--- config.mk ---
export PLATFORM = sky130hd
export DESIGN_NAME = store_merge_unit
export DESIGN_NICKNAME = d
export VERILOG_FILES = /design/src/rtl/store_merge_unit.sv
export SDC_FILE = /design/constraint.sdc
export NUM_CORES = 1
export LEC_CHECK = 0
export BUFFER_PORTS_ARGS = -buffer_cell sky130_fd_sc_hd__buf_4
export CELL_PAD_IN_SITES_DETAIL_PLACEMENT = 0
export CELL_PAD_IN_SITES_GLOBAL_PLACEMENT = 1
export CORE_ASPECT_RATIO = 1.5
export CORE_MARGIN = 3
export CORE_UTILIZATION = 37
export CTS_CLUSTER_DIAMETER = 60
export DETAILED_ROUTE_END_ITERATION = 12
export HOLD_SLACK_MARGIN = 0.03
export PLACE_DENSITY = 0.92
export SLEW_MARGIN = 20
export SYNTH_ARGS = -nofsm -noshare
export SYNTH_HDL_FRONTEND = slang
export SYNTH_SLANG_ARGS = --single-unit
--- constraint.sdc ---
create_clock -name Clk -period 4.2 [get_ports Clk]
set_input_delay 0.84 -clock Clk [delete_from_list [all_inputs] [get_ports Clk]]
set_output_delay 0.84 -clock Clk [all_outputs]
set_load 0.05 [all_outputs]
--- src/rtl/store_merge_unit.sv ---
// Store path for the data-memory port: truncates a register value to byte, half
// or word, and merges sub-word stores into the addressed word by read-modify-write.
module store_merge_unit #(
  parameter int ADDR_WIDTH = 32
) (
  input  logic                  Clk,
  input  logic                  Reset,
  input  logic                  req_valid,
  output logic                  req_ready,
  input  logic [ADDR_WIDTH-1:0] req_addr,
  input  logic [31:0]           req_data,
  input  logic [1:0]            req_size,
  output logic                  mem_rd_en,
  output logic                  mem_wr_en,
  output logic [ADDR_WIDTH-1:0] mem_addr,
  input  logic [31:0]           mem_rd_data,
  output logic [31:0]           mem_wr_data,
  output logic                  done,
  output logic                  misaligned
);

  typedef enum logic [2:0] {
    ST_IDLE,
    ST_READ,
    ST_WAIT,
    ST_WRITE,
    ST_ERR
  } state_t;

  localparam logic [1:0] SIZE_BYTE = 2'b00;
  localparam logic [1:0] SIZE_HALF = 2'b01;
  localparam logic [1:0] SIZE_WORD = 2'b10;

  state_t      state, state_next;
  logic        accept;
  logic        illegal;
  logic [1:0]  lane_q;
  logic [15:0] data_q;
  logic [1:0]  size_q;
  logic [31:0] merged;

  assign req_ready = (state == ST_IDLE) && !Reset;
  assign accept    = req_valid && req_ready;

  // Moore outputs: each strobe belongs to exactly one state, so the
  // mutual-exclusion rules between strobes hold by construction.
  assign mem_rd_en  = (state == ST_READ);
  assign mem_wr_en  = (state == ST_WRITE);
  assign done       = (state == ST_WRITE);
  assign misaligned = (state == ST_ERR);

  always_comb begin
    // NOTE: every always_comb output gets a default first so no path can infer a latch.
    illegal = 1'b0;
    case (req_size)
      SIZE_BYTE: illegal = 1'b0;
      SIZE_HALF: illegal = req_addr[0];
      SIZE_WORD: illegal = |req_addr[1:0];
      default:   illegal = 1'b1;
    endcase
  end

  always_comb begin
    state_next = state;
    case (state)
      ST_IDLE: begin
        if (accept) begin
          if (illegal)                    state_next = ST_ERR;
          else if (req_size == SIZE_WORD) state_next = ST_WRITE;
          else                            state_next = ST_READ;
        end
      end
      ST_READ:  state_next = ST_WAIT;
      ST_WAIT:  state_next = ST_WRITE;
      ST_WRITE: state_next = ST_IDLE;
      ST_ERR:   state_next = ST_IDLE;
      default:  state_next = ST_IDLE;
    endcase
  end

  // Little-endian lane replacement over the word returned by the read.
  always_comb begin
    merged = mem_rd_data;
    case (size_q)
      SIZE_BYTE: begin
        case (lane_q)
          2'd0:    merged[7:0]   = data_q[7:0];
          2'd1:    merged[15:8]  = data_q[7:0];
          2'd2:    merged[23:16] = data_q[7:0];
          default: merged[31:24] = data_q[7:0];
        endcase
      end
      SIZE_HALF: begin
        if (lane_q[1]) merged[31:16] = data_q;
        else           merged[15:0]  = data_q;
      end
      default: merged = mem_rd_data;
    endcase
  end

  always_ff @(posedge Clk) begin
    // NOTE: sequential state uses non-blocking assignments so every register samples pre-edge values.
    if (Reset) begin
      state       <= ST_IDLE;
      lane_q      <= '0;
      data_q      <= '0;
      size_q      <= '0;
      mem_addr    <= '0;
      mem_wr_data <= '0;
    end else begin
      state <= state_next;
      if (accept && !illegal) begin
        lane_q   <= req_addr[1:0];
        data_q   <= req_data[15:0];
        size_q   <= req_size;
        mem_addr <= {req_addr[ADDR_WIDTH-1:2], 2'b00};
        if (req_size == SIZE_WORD) mem_wr_data <= req_data;
      end
      if (state == ST_WAIT) mem_wr_data <= merged;
    end
  end

endmodule

==> impl.org <==
** Outcome
- The flow ran to the end, and the final reports show no timing, DRC or antenna violations.

** Clock network
- TritonCTS built the clock tree.
- Buffers added to address setup during post-CTS repair amount to 0.
- Number of sinks handled by clock tree synthesis :: 85
- Clock latency at the later pin of the worst-skew pair :: 0.34 ns
- After clock tree synthesis, the clock-pin slew on the worst setup and hold paths is 0.06 ns.
- Clock buffer count from CTS :: 9
- Hold-fix buffers, CTS :: 0
- Clock tree root driver cell :: sky130_fd_sc_hd__clkbuf_16
- In this run the number of H-tree levels came out at 3.
- CTS resizes :: 0
- Max clock buf depth :: 2

** Place
- Number of buffer cells added on primary ports :: 167
- The congestion estimate from routability-driven global placement came to 0.9030.
- Placed wire-length estimate after detailed placement :: 10.33 mm
- In this run the cell area measured after placement is 0.005420 mm².

** Floorplan
- Row generation in the floorplan step produced 46 rows.
- Horiz. Die Dim :: 92.78 µm
- Total die area :: 0.01263 mm²
- Initial Util :: 38.62%
- Area of the core :: 0.01082 mm²
- Chip Height :: 136.2 µm
- Boundary pin count :: 170

** Routing
- For this block, the routed nets add up to 14.63 mm of wire.
- Before antenna repair, the detailed router went through 5 iterations.
- Once detail routing completed, the nets flagged for antenna violations numbered 0.
- In the routed layout, each cell is associated on average with a via count of 5.638.
- For this block, the initial DRC count from the detailed router was 229.
- Drt drc :: 0
- Wirelength per Cell :: 18.26 µm
- Detailed routing inserted a total of 4,516 vias.

** Setup path
- The worst register-to-register path has a setup slack of 1.76 ns.
- STA classifies the critical path endpoint as a register.
- Crit-path slowest cell :: sky130_fd_sc_hd__dfxtp_1
- Largest fanout of any net on the critical path :: 25
- Critical Path Source :: lane_q[1]$_SDFFE_PP0P_
- STA puts the critical path data arrival time at 2.62 ns.
- Number of cells traversed by the worst register-to-register path :: 4
- Endpoint of the worst-slack reg-to-reg timing path :: mem_wr_data[17]$_SDFFE_PP0P_
- CP cell instances :: nor2b_1 > nand2_1 > a211oi_1 > a311oi_1
- Worst endpoint required time :: 4.38 ns
- Largest stage delay on the critical path :: 0.81 ns
- Worst setup path class :: register to register
- Number of buffers and inverters on the critical path :: 0
- The startpoint identified for the worst register-to-register timing path is lane_q[1]$_SDFFE_PP0P_.
- STA classifies the critical path startpoint as a register.
- Category of cells accounting for the largest share of critical-path delay :: simple AND/OR/NAND/NOR gates

** STA
- Final Hold Violating Endpoints :: 0
- Summed over all failing endpoints, the final setup total negative slack is 0 ns.
- Timing-limited maximum frequency :: 409.1 MHz
- Final setup fails :: 0
- Fin crit share :: 58.20%
- At the pin with the least slew margin, the transition time is 0.9614 ns.
- Headroom to the max-slew limit came out at 35.90%.
- Hold_ws :: 0.4741 ns
- Slew Viols, Final :: 0
- The clock period could shrink to 2.444 ns.
- Unrepaired setup endpoints after global routing :: no
- For the final database, setup skew stands at 0.005949 ns.

** Min path
- End of the worst hold path :: mem_addr[5]$_SDFFE_PP0P_
- Hold Path Depth :: 2
- The min-delay analysis places its worst path in the category register to register.
- Launch point of the worst hold path :: mem_addr[5]$_SDFFE_PP0P_

** Global route
- Maximum number of pins on one net before global-route repair :: 85
- The initial antenna violation count came to 0.
- Across every metal layer, demand over resource in global routing totals 22.87%.
- Wire length of the first global-routing pass :: 23.09 mm
- Global routing finished with a remaining overflow of 0.
- Number of global-route vias before repair :: 4,414

** Pwr
- Sequential share of power :: 40.2%
- Of the total power, the clock network draws 37.0%.
- In this run the static leakage power is 2.318 nW.
- Total power for the finished layout comes to 2.238 mW.
- Switching portion of total power :: 31.58%
- Cell internal power was estimated by the tool at 1.531 mW.
- Power spread over the standard cell area amounts to 390.3 mW/mm².
- Peak VDD IR :: 0.0002076 V
- Sw Pwr :: 0.7070 mW
- Part of the power in combinational logic :: 22.9%

** Finish
- The area growth from synthesis to layout is 37.25%.
- Fill cell instance count of the final layout :: 1,051
- Number of diodes added for antenna fixing :: 0
- The finished cells cover 0.005736 mm².
- Cells fill 53.01% of the core in the end.
- Number of nets at the end of the flow :: 753
- Cells with a size suffix above 1 make up 30.75% of the layout.

** Synthesis
- Top cells by instance count after synthesis :: 85 x sky130_fd_sc_hd__dfxtp_1, 64 x sky130_fd_sc_hd__nand2_1, 63 x sky130_fd_sc_hd__nand3_1
- Counting flops and latches in the post-synthesis netlist gives 85.
- After synthesis the cells add up to 0.004179 mm².
- During synthesis, Yosys emitted a total of 0 warnings.
- After synthesis, the mean cell area works out to 7.990 µm².
- Sequential element share of the synthesized area :: 40.72%
- Synthesis produced 523 cells.
- Summed over all instances, the cell type with the most area after synthesis is sky130_fd_sc_hd__dfxtp_1.
- Ys async rst share :: 0%
- EDFF count, synth :: 0
- After synthesis, the cell types taking the most area are sky130_fd_sc_hd__dfxtp_1 41%, sky130_fd_sc_hd__nand3_1 7.5%, sky130_fd_sc_hd__a21oi_1 6.7%, sky130_fd_sc_hd__o21ai_0 6.5%, sky130_fd_sc_hd__nand2_1 5.7%.
- In this run, distinct cell masters in the synthesized netlist total 40.
- For this run, the leading register cell type out of synthesis is sky130_fd_sc_hd__dfxtp_1.
- In the post-synthesis netlist, the cell with the most instances is sky130_fd_sc_hd__dfxtp_1.
- Share of Yosys cell area claimed by the top area cell type :: 40.72%

** Run
- Max cap viols :: 0
-- flip-flops by register name (all words and copies together) (netlist names) --
name / flops
size_q: 2
lane_q: 2
state: 3
mem_wr_data: 32
data_q: 16
mem_addr: 30
-- routing by layer --
layer  track usage (%)  vias to the layer above  routed length, µm  share of wire [%]
met4             7.090                        0                312                2.1
met1             26.96                     2103               5806                 40
met3             6.423                       20               1244                8.5
met2             39.96                      204               7262                 50
li1                  -                     2189                  -                  -
met5                 0                        -                  0                  0
-- kinds of logic (layout without fill, tap and decap cells) --
logic type | Yosys count | in the layout | share of synthesized area (%)
AO/OA/AOI/OAI | 193 | 193 | 30.06
AND/OR/NAND/NOR | 178 | 178 | 21.29
flip-flops | 85 | 85 | 40.72
buffers and inverters | 61 | 194 | 6.647
multiplexers | 5 | 5 | 1.198
other | 1 | 2 | 0.08973
-- worst reg2reg max path, stage by stage (launching register included) --
cell and delay [ns]:
sky130_fd_sc_hd__dfxtp_1 0.81, sky130_fd_sc_hd__nor2b_1 0.61, sky130_fd_sc_hd__nand2_1 0.35, sky130_fd_sc_hd__a211oi_1 0.41, sky130_fd_sc_hd__a311oi_1 0.09
-- worst max-delay path by stage --
stage / endpoint / slack, ns / depth (start not counted)
2_1_floorplan: mem_rd_en / 1.73 / 1
3_3_place_gp: mem_addr[31]$_SDFFE_PP0P_ / 1.61 / 6
3_5_place_dp: state[0]$_SDFFE_PP0P_ / 1.56 / 6
4_1_cts: mem_wr_data[15]$_SDFFE_PP0P_ / 1.74 / 4
5_1_grt: mem_wr_data[17]$_SDFFE_PP0P_ / 1.53 / 4
6_report: mem_wr_data[17]$_SDFFE_PP0P_ / 1.76 / 4
-- through the flow --
step / cells / setup WS (ns)
detailed placement: 785 / 1.557
global placement: 785 / 1.611
finish: 801 / 1.756
global route: 801 / 1.534
CTS: 801 / 1.736
floorplan: 524 / 1.731
-- layout by cell type, fill, tap and decap left out, drive strengths merged, types with 5 or more instances in the layout --
cell type / Yosys / routed
dfxtp: 85 / 85
nor2b: 5 / 5
o21bai: 6 / 6
a211oi: 17 / 17
nand3: 63 / 63
clkbuf: 43 / 11
inv: 5 / 6
and3: 18 / 18
a21oi: 56 / 56
a31oi: 6 / 6
a21bo: 6 / 6
buf: 13 / 173
a311oi: 27 / 27
or3: 6 / 6
nand2: 64 / 64
a221oi: 11 / 11
o21ai: 54 / 54
mux2i: 5 / 5
nor2: 5 / 5
-- cell type report --
type / count / area (µm²) / area share (%)
inverters: 5 / 18.77 / 0.3272
multi-input cells: 378 / 2226 / 38.81
well taps: 144 / 180.2 / 3.141
clock buffers: 11 / 252.7 / 4.407
repair buffers: 173 / 1299 / 22.64
clock inverters: 5 / 57.56 / 1.003
flip-flops and latches: 85 / 1702 / 29.67
-- power groups by stage --
| stage | combinational, mW | sequential [mW] | clock [mW] |
|---|---|---|---|
| 6_report | 0.512 | 0.899 | 0.827 |
| 5_1_grt | 0.548 | 0.905 | 0.876 |
| 4_1_cts | 0.514 | 0.898 | 0.843 |
| 3_5_place_dp | 0.513 | 0.916 | 0 |
| 3_3_place_gp | 0.505 | 0.915 | 0 |
| 2_1_floorplan | 0.191 | 1.04 | 0 |
(Power assumes the default switching activity.)
